## src/rtl/if_stage_pkg.sv

```systemverilog
// Shared constants and FSM encoding for the instruction-fetch stage.
// Latency: n/a (declarations only).
// Backpressure: n/a.
package if_stage_pkg;

  localparam int          LEN_WORD_DEF = 32;
  localparam logic [31:0] PC_RESET_DEF = 32'h0000_0000;
  localparam logic [31:0] NOP          = 32'h0000_0000;
  localparam logic [31:0] PC_INC       = 32'd4;

  typedef enum logic {
    ST_FETCH = 1'b0,
    ST_HOLD  = 1'b1
  } state_t;

endpackage

```

## src/rtl/if_stage_id_reg.sv

```systemverilog
// IF/ID pipeline register: instruction, fetch address + 4, valid flag.
// Latency: 1 cycle from load/bubble request to output.
// Backpressure: holds contents whenever neither load nor bubble is asserted.
module if_id_register
  import if_stage_pkg::*;
#(
  parameter int LEN_WORD = LEN_WORD_DEF
) (
  input  logic                clk,
  input  logic                reset,
  input  logic                i_load,
  input  logic                i_bubble,
  input  logic [LEN_WORD-1:0] i_instruction,
  input  logic [LEN_WORD-1:0] i_inced_pc,
  output logic [LEN_WORD-1:0] o_instruction,
  output logic [LEN_WORD-1:0] o_inced_pc,
  output logic                o_valid
);

  // Bubble wins over load so a redirect can never leak a wrong-path instruction.
  always_ff @(posedge clk) begin
    if (!reset) begin
      o_instruction <= LEN_WORD'(NOP);
      o_inced_pc    <= '0;
      o_valid       <= 1'b0;
    end else if (i_bubble) begin
      o_instruction <= LEN_WORD'(NOP);
      o_inced_pc    <= '0;
      o_valid       <= 1'b0;
    end else if (i_load) begin
      o_instruction <= i_instruction;
      o_inced_pc    <= i_inced_pc;
      o_valid       <= 1'b1;
    end
  end

endmodule

```

## src/rtl/if_stage.sv

```systemverilog
// Fetch stage: owns PC, fetches over req/ready, feeds IF/ID; IF_PERF_CNT_EN adds fetch/bubble counters.
// Latency: instruction appears on instruction_id one cycle after its ready cycle; zero-bubble streaming.
// Backpressure: stall freezes PC and IF/ID; data returned under stall is parked in a one-entry hold buffer.
module if_stage
  import if_stage_pkg::*;
#(
  parameter int                  LEN_WORD = LEN_WORD_DEF,
  parameter logic [LEN_WORD-1:0] PC_RESET = LEN_WORD'(PC_RESET_DEF)
) (
  input  logic                clk,
  input  logic                reset,
  input  logic                stall,
  input  logic                pc_src,
  input  logic [LEN_WORD-1:0] jump_pc,
  output logic                imem_req,
  output logic [LEN_WORD-1:0] imem_addr,
  input  logic                imem_ready,
  input  logic [LEN_WORD-1:0] imem_rdata,
  output logic [LEN_WORD-1:0] instruction_id,
  output logic [LEN_WORD-1:0] inced_pc_id,
  output logic                valid_id
`ifdef IF_PERF_CNT_EN
  ,
  output logic [LEN_WORD-1:0] fetch_count,
  output logic [LEN_WORD-1:0] bubble_count
`endif
);

  state_t              r_state;
  logic [LEN_WORD-1:0] r_pc;
  logic [LEN_WORD-1:0] r_buf;

  state_t              w_state_next;
  logic [LEN_WORD-1:0] w_pc_next;
  logic [LEN_WORD-1:0] w_pc_inc;
  logic [LEN_WORD-1:0] w_jump_aligned;
  logic [LEN_WORD-1:0] w_load_dat;
  logic                w_load;
  logic                w_bubble;
  logic                w_buf_en;

  assign w_pc_inc       = r_pc + LEN_WORD'(PC_INC);
  assign w_jump_aligned = jump_pc & ~LEN_WORD'(3);
  assign imem_req       = (r_state == ST_FETCH);
  assign imem_addr      = r_pc;

  // Next-state / IF/ID control; stall masks pc_src, redirect overrides both states.
  always_comb begin
    w_state_next = r_state;
    w_pc_next    = r_pc;
    w_load       = 1'b0;
    w_bubble     = 1'b0;
    w_buf_en     = 1'b0;
    w_load_dat   = imem_rdata;
    if (!stall && pc_src) begin
      w_bubble     = 1'b1;
      w_pc_next    = w_jump_aligned;
      w_state_next = ST_FETCH;
    end else begin
      case (r_state)
        ST_FETCH: begin
          if (imem_ready) begin
            if (stall) begin
              w_buf_en     = 1'b1;
              w_state_next = ST_HOLD;
            end else begin
              w_load    = 1'b1;
              w_pc_next = w_pc_inc;
            end
          end else if (!stall) begin
            w_bubble = 1'b1;
          end
        end
        ST_HOLD: begin
          if (!stall) begin
            w_load       = 1'b1;
            w_load_dat   = r_buf;
            w_pc_next    = w_pc_inc;
            w_state_next = ST_FETCH;
          end
        end
        default: w_state_next = ST_FETCH;
      endcase
    end
  end

  // PC, FSM state and hold buffer; reset drops any in-flight fetch.
  always_ff @(posedge clk) begin
    if (!reset) begin
      r_state <= ST_FETCH;
      r_pc    <= PC_RESET;
      r_buf   <= LEN_WORD'(NOP);
    end else begin
      r_state <= w_state_next;
      r_pc    <= w_pc_next;
      if (w_buf_en) r_buf <= imem_rdata;
    end
  end

  if_id_register #(.LEN_WORD(LEN_WORD)) u_if_id (
    .clk           (clk),
    .reset         (reset),
    .i_load        (w_load),
    .i_bubble      (w_bubble),
    .i_instruction (w_load_dat),
    .i_inced_pc    (w_pc_inc),
    .o_instruction (instruction_id),
    .o_inced_pc    (inced_pc_id),
    .o_valid       (valid_id)
  );

`ifdef IF_PERF_CNT_EN
  logic [LEN_WORD-1:0] r_fetch_count;
  logic [LEN_WORD-1:0] r_bubble_count;

  // Saturating counts of valid loads and bubble loads into IF/ID.
  always_ff @(posedge clk) begin
    if (!reset) begin
      r_fetch_count  <= '0;
      r_bubble_count <= '0;
    end else begin
      if (w_load && !w_bubble && (r_fetch_count != '1)) r_fetch_count <= r_fetch_count + 1'b1;
      if (w_bubble && (r_bubble_count != '1)) r_bubble_count <= r_bubble_count + 1'b1;
    end
  end

  assign fetch_count  = r_fetch_count;
  assign bubble_count = r_bubble_count;
`endif

endmodule

```

## config.mk

```make
export PLATFORM = sky130hd
export DESIGN_NAME = if_stage
export DESIGN_NICKNAME = d
export VERILOG_FILES = /design/src/rtl/if_stage_pkg.sv /design/src/rtl/if_stage_id_reg.sv /design/src/rtl/if_stage.sv
export SDC_FILE = /design/constraint.sdc
export NUM_CORES = 1
export LEC_CHECK = 0
export ABC_CLOCK_PERIOD_IN_PS = 2000
export BUFFER_PORTS_ARGS = -buffer_cell sky130_fd_sc_hd__buf_2
export CORE_MARGIN = 2
export CORE_UTILIZATION = 29
export DETAILED_ROUTE_END_ITERATION = 10
export PLACE_DENSITY = 0.52
export SETUP_SLACK_MARGIN = 0.5
export SLEW_MARGIN = 5
export SYNTH_ARGS = -nofsm -noshare
export SYNTH_HDL_FRONTEND = slang
export SYNTH_SLANG_ARGS = --single-unit
```

## constraint.sdc

```tcl
create_clock -name clk -period 2 [get_ports clk]
set_clock_uncertainty 0.05 [all_clocks]
set_input_delay 0.3 -clock clk [delete_from_list [all_inputs] [get_ports clk]]
set_output_delay 0.3 -clock clk [all_outputs]
set_load 0.1 [all_outputs]
```

==> metrics.md <==
| Metric | Value |
|---|---|
| Worst setup SP type | register |
| Top-area cell type share of the netlist area | 0.448 |
| Cell Count Post-Placement | 1057 |
| Period minus WS final | 1.85 ns |
| Pin count of the biggest net entering global routing | 53 |
| Clock-pin slew on the worst setup and hold paths | 0.06 ns |
| Worst EP arrival | 2.12 ns |
| Clk_lat worst skew | 0.42 ns |
| Root buffer cell | clkbuf_16 |
| Nets@finish | 981 |
| Sequential Power Share | 0.365 |
| Die Span X | 143 um |
| TritonCTS Buffers | 17 |
| Fin. Hold Viols | 0 |
| R2R cell count | 6 |
| Clock Tree Buf Depth | 2 |
| Peak supply drop | 594 uV |
| Antenna-violating nets left | 0 |
| Initial antenna violation count | 1 |
| Core area | 18900 um^2 |
| Initial core utilization | 0.298 |
| Leakage power | 0.00400 uW |
| Share of cells above drive strength 1 | 0.534 |
| #FFs+latches synth | 126 |
| Layout area overhead | 76.0% |
| Vias per cell | 5.18 |
| Data required time of the critical path | 2.26 ns |
| End point of the critical path | u_if_id.o_inced_pc[31]$_SDFFE_PP0P_ |
| I/O Pins | 167 |
| Gr usage total | 0.191 |
| First-pass GRT wire length | 30600 um |
| HP Class | input port to register |
| Final GP Congestion | 0.804 |
| Cells after synthesis | 664 |
| CTS H-Tree Depth | 4 |
| Status | finished, final reports clean |
| Drt total wl | 22700 um |
| DIE HEIGHT | 143 um |
| Pwr dens | 743 nW/um^2 |
| Internal | 5080 uW |
| Comb pwr share | 0.204 |
| Post-synth EDFFs | 0 |
| Synth area leaders | dfxtp_1, nand2_1, a21oi_1 |
| Place WS | 0.119 ns |
| Initial DRC count | 317 |
| CTS tree | built |
| Final Cycle Share | 0.926 |
| Rows | 50 |
| Initial DRT Pass Iterations | 4 |
| DP HPWL | 12300 um |
| Endpoint class of the critical path | register |
| Via count | 6134 |
| Grt ovf | 0 |
| Reg2Reg Setup Slack | 0.15 ns |
| Crit. Startpoint | imem_addr[14]$_SDFFE_PN0P_ |
| Final worst slack | 0.147 ns |
| Sequential area share after synthesis | 0.448 |
| Setup violators final | 0 |
| Wire length per cell | 19.1 um |
| Sw Share | 0.310 |
| Vias in the first global route | 5530 |
| Worst Setup Path Type | register to register |
| Port Buffers | 160 |
| Total number of yosys warnings | 0 |
| Total power | 7360 uW |
| Max Cap Viol | 0 |
| Final core occ | 0.524 |
| Net Sw Power | 2280 uW |
| Die area | 20500 um^2 |
| Asr flop ratio synth | 0 |
| CTS sink cnt | 126 |
| Mapped Avg Cell Area | 8.47 um^2 |
| Pins Over Slew Limit | 0 |
| RR Endpoint | u_if_id.o_inced_pc[31]$_SDFFE_PP0P_ |
| Reg2reg start | imem_addr[14]$_SDFFE_PN0P_ |
| Synth cell count leaders | nand2_1, dfxtp_1, a21oi_1 |
| Hold_ws | 0.0557 ns |
| Drc violations | 0 |
| Synth Cell Area | 5620 um^2 |
| Synth Flop Type | dfxtp_1 |
| Clock share of power | 0.431 |
| Crit Path Max Fanout | 3 |
| FMAX | 540 MHz |
| Distinct cells, synth | 56 |
| Count leader, synth | nand2_1 |
| Cell Count, Final, Fillers Out | 1184 |
| Top cell type by total area after synthesis | dfxtp_1 |
| RSZ-0062 raised after global routing | yes |
-- critical path, stage by stage, from the launching register on --
cell     delay [ns]
dfxtp_4        0.38
nand4_1        0.19
or4_4          0.53
buf_6          0.16
nor4_4         0.21
xnor2_1        0.15
o21ai_1        0.07
-- power by group through the flow --
| stage | logic (uW) | clock network, uW | registers [uW] |
|---|---|---|---|
| finish | 1500 | 3170 | 2680 |
| global route | 1570 | 3340 | 2690 |
| CTS | 1280 | 3220 | 2670 |
| detailed placement | 1110 | 0 | 2740 |
| global placement | 1100 | 0 | 2740 |
| floorplan | 382 | 0 | 3190 |
-- placed cells by master, fill, tap and decap left out, drive strengths merged, types with 15 or more instances in the layout --
master / instances
a211oi: 22
a21oi: 79
buf: 273
clkbuf: 34
dfxtp: 126
nand2: 127
nand3: 15
nor2: 42
nor4: 17
o21ai: 17
o221ai: 32
xnor2: 16
-- layer usage --
metal  up-vias  part of all wire  global-route usage  wire length, um
met5         -                 0                   0                0
met4         0             0.018              0.0609              400
li1       2902                 -                   -                -
met3        38             0.060              0.0456             1350
met2       192              0.48               0.305            10800
met1      3002              0.45               0.255            10100
-- layout make-up --
cell class	count	area, um^2
Antenna cell	1	2.50
Clock buffer	24	534
Clock inverter	7	71.3
Fill cell	1716	9000
Inverter	9	38.8
Multi-Input combinational cell	474	3670
Sequential cell	126	2620
Tap cell	260	325
Timing Repair Buffer	283	2630
-- how the worst min path moves through the flow --
stage                                          startpoint  depth (start not counted)  slack [ns]                                     to
global route                                imem_rdata[2]                          3        0.07                  r_buf[2]$_SDFFE_PN0P_
detailed placement  u_if_id.o_instruction[7]$_SDFFE_PP0P_                          2        0.39  u_if_id.o_instruction[7]$_SDFFE_PP0P_
finish                                        jump_pc[29]                          3        0.06             imem_addr[29]$_SDFFE_PN0P_
global placement    u_if_id.o_instruction[2]$_SDFFE_PP0P_                          2        0.39  u_if_id.o_instruction[2]$_SDFFE_PP0P_
floorplan                                     jump_pc[22]                          2        0.37             imem_addr[22]$_SDFFE_PN0P_
CTS                                           jump_pc[29]                          3        0.04             imem_addr[29]$_SDFFE_PN0P_
-- sequential cells by signal (all words and copies together) (netlist names) --
register / cells
u_if_id.o_instruction: 32
imem_addr: 30
r_buf: 32
u_if_id.o_inced_pc: 30
u_if_id.o_valid: 1
r_state: 1
-- per-stage QoR --
stage	area, um^2	TNS, ns
2_1_floorplan	5940	-0.0804
3_3_place_gp	6980	0
3_5_place_dp	6980	0
4_1_cts	8700	0
5_1_grt	9890	0
6_report	9900	0
-- kinds of logic (layout without fill, tap and decap cells) --
group | Yosys count | count (layout) | share of synthesized area
AND/OR/NAND/NOR | 243 | 245 | 0.218
AO/OA/AOI/OAI | 199 | 199 | 0.238
flip-flops | 126 | 126 | 0.448
buffers and inverters | 69 | 323 | 0.0538
XOR/XNOR | 24 | 24 | 0.0374
adder cells (fa/ha/maj) | 1 | 1 | 0.00222
other | 1 | 5 | 0.000667
multiplexers | 1 | 1 | 0.00178
-- what timing repair did --
action / 4_1_cts / 5_1_grt
setup endpoints to repair: 180 / 110
cloned: 1 / 17
resized for setup: 197 / 159
hold buffers: 0 / 0
setup buffers: 54 / 23
pin swaps: 36 / 84
No activity file was read; power rests on OpenSTA's default activity.
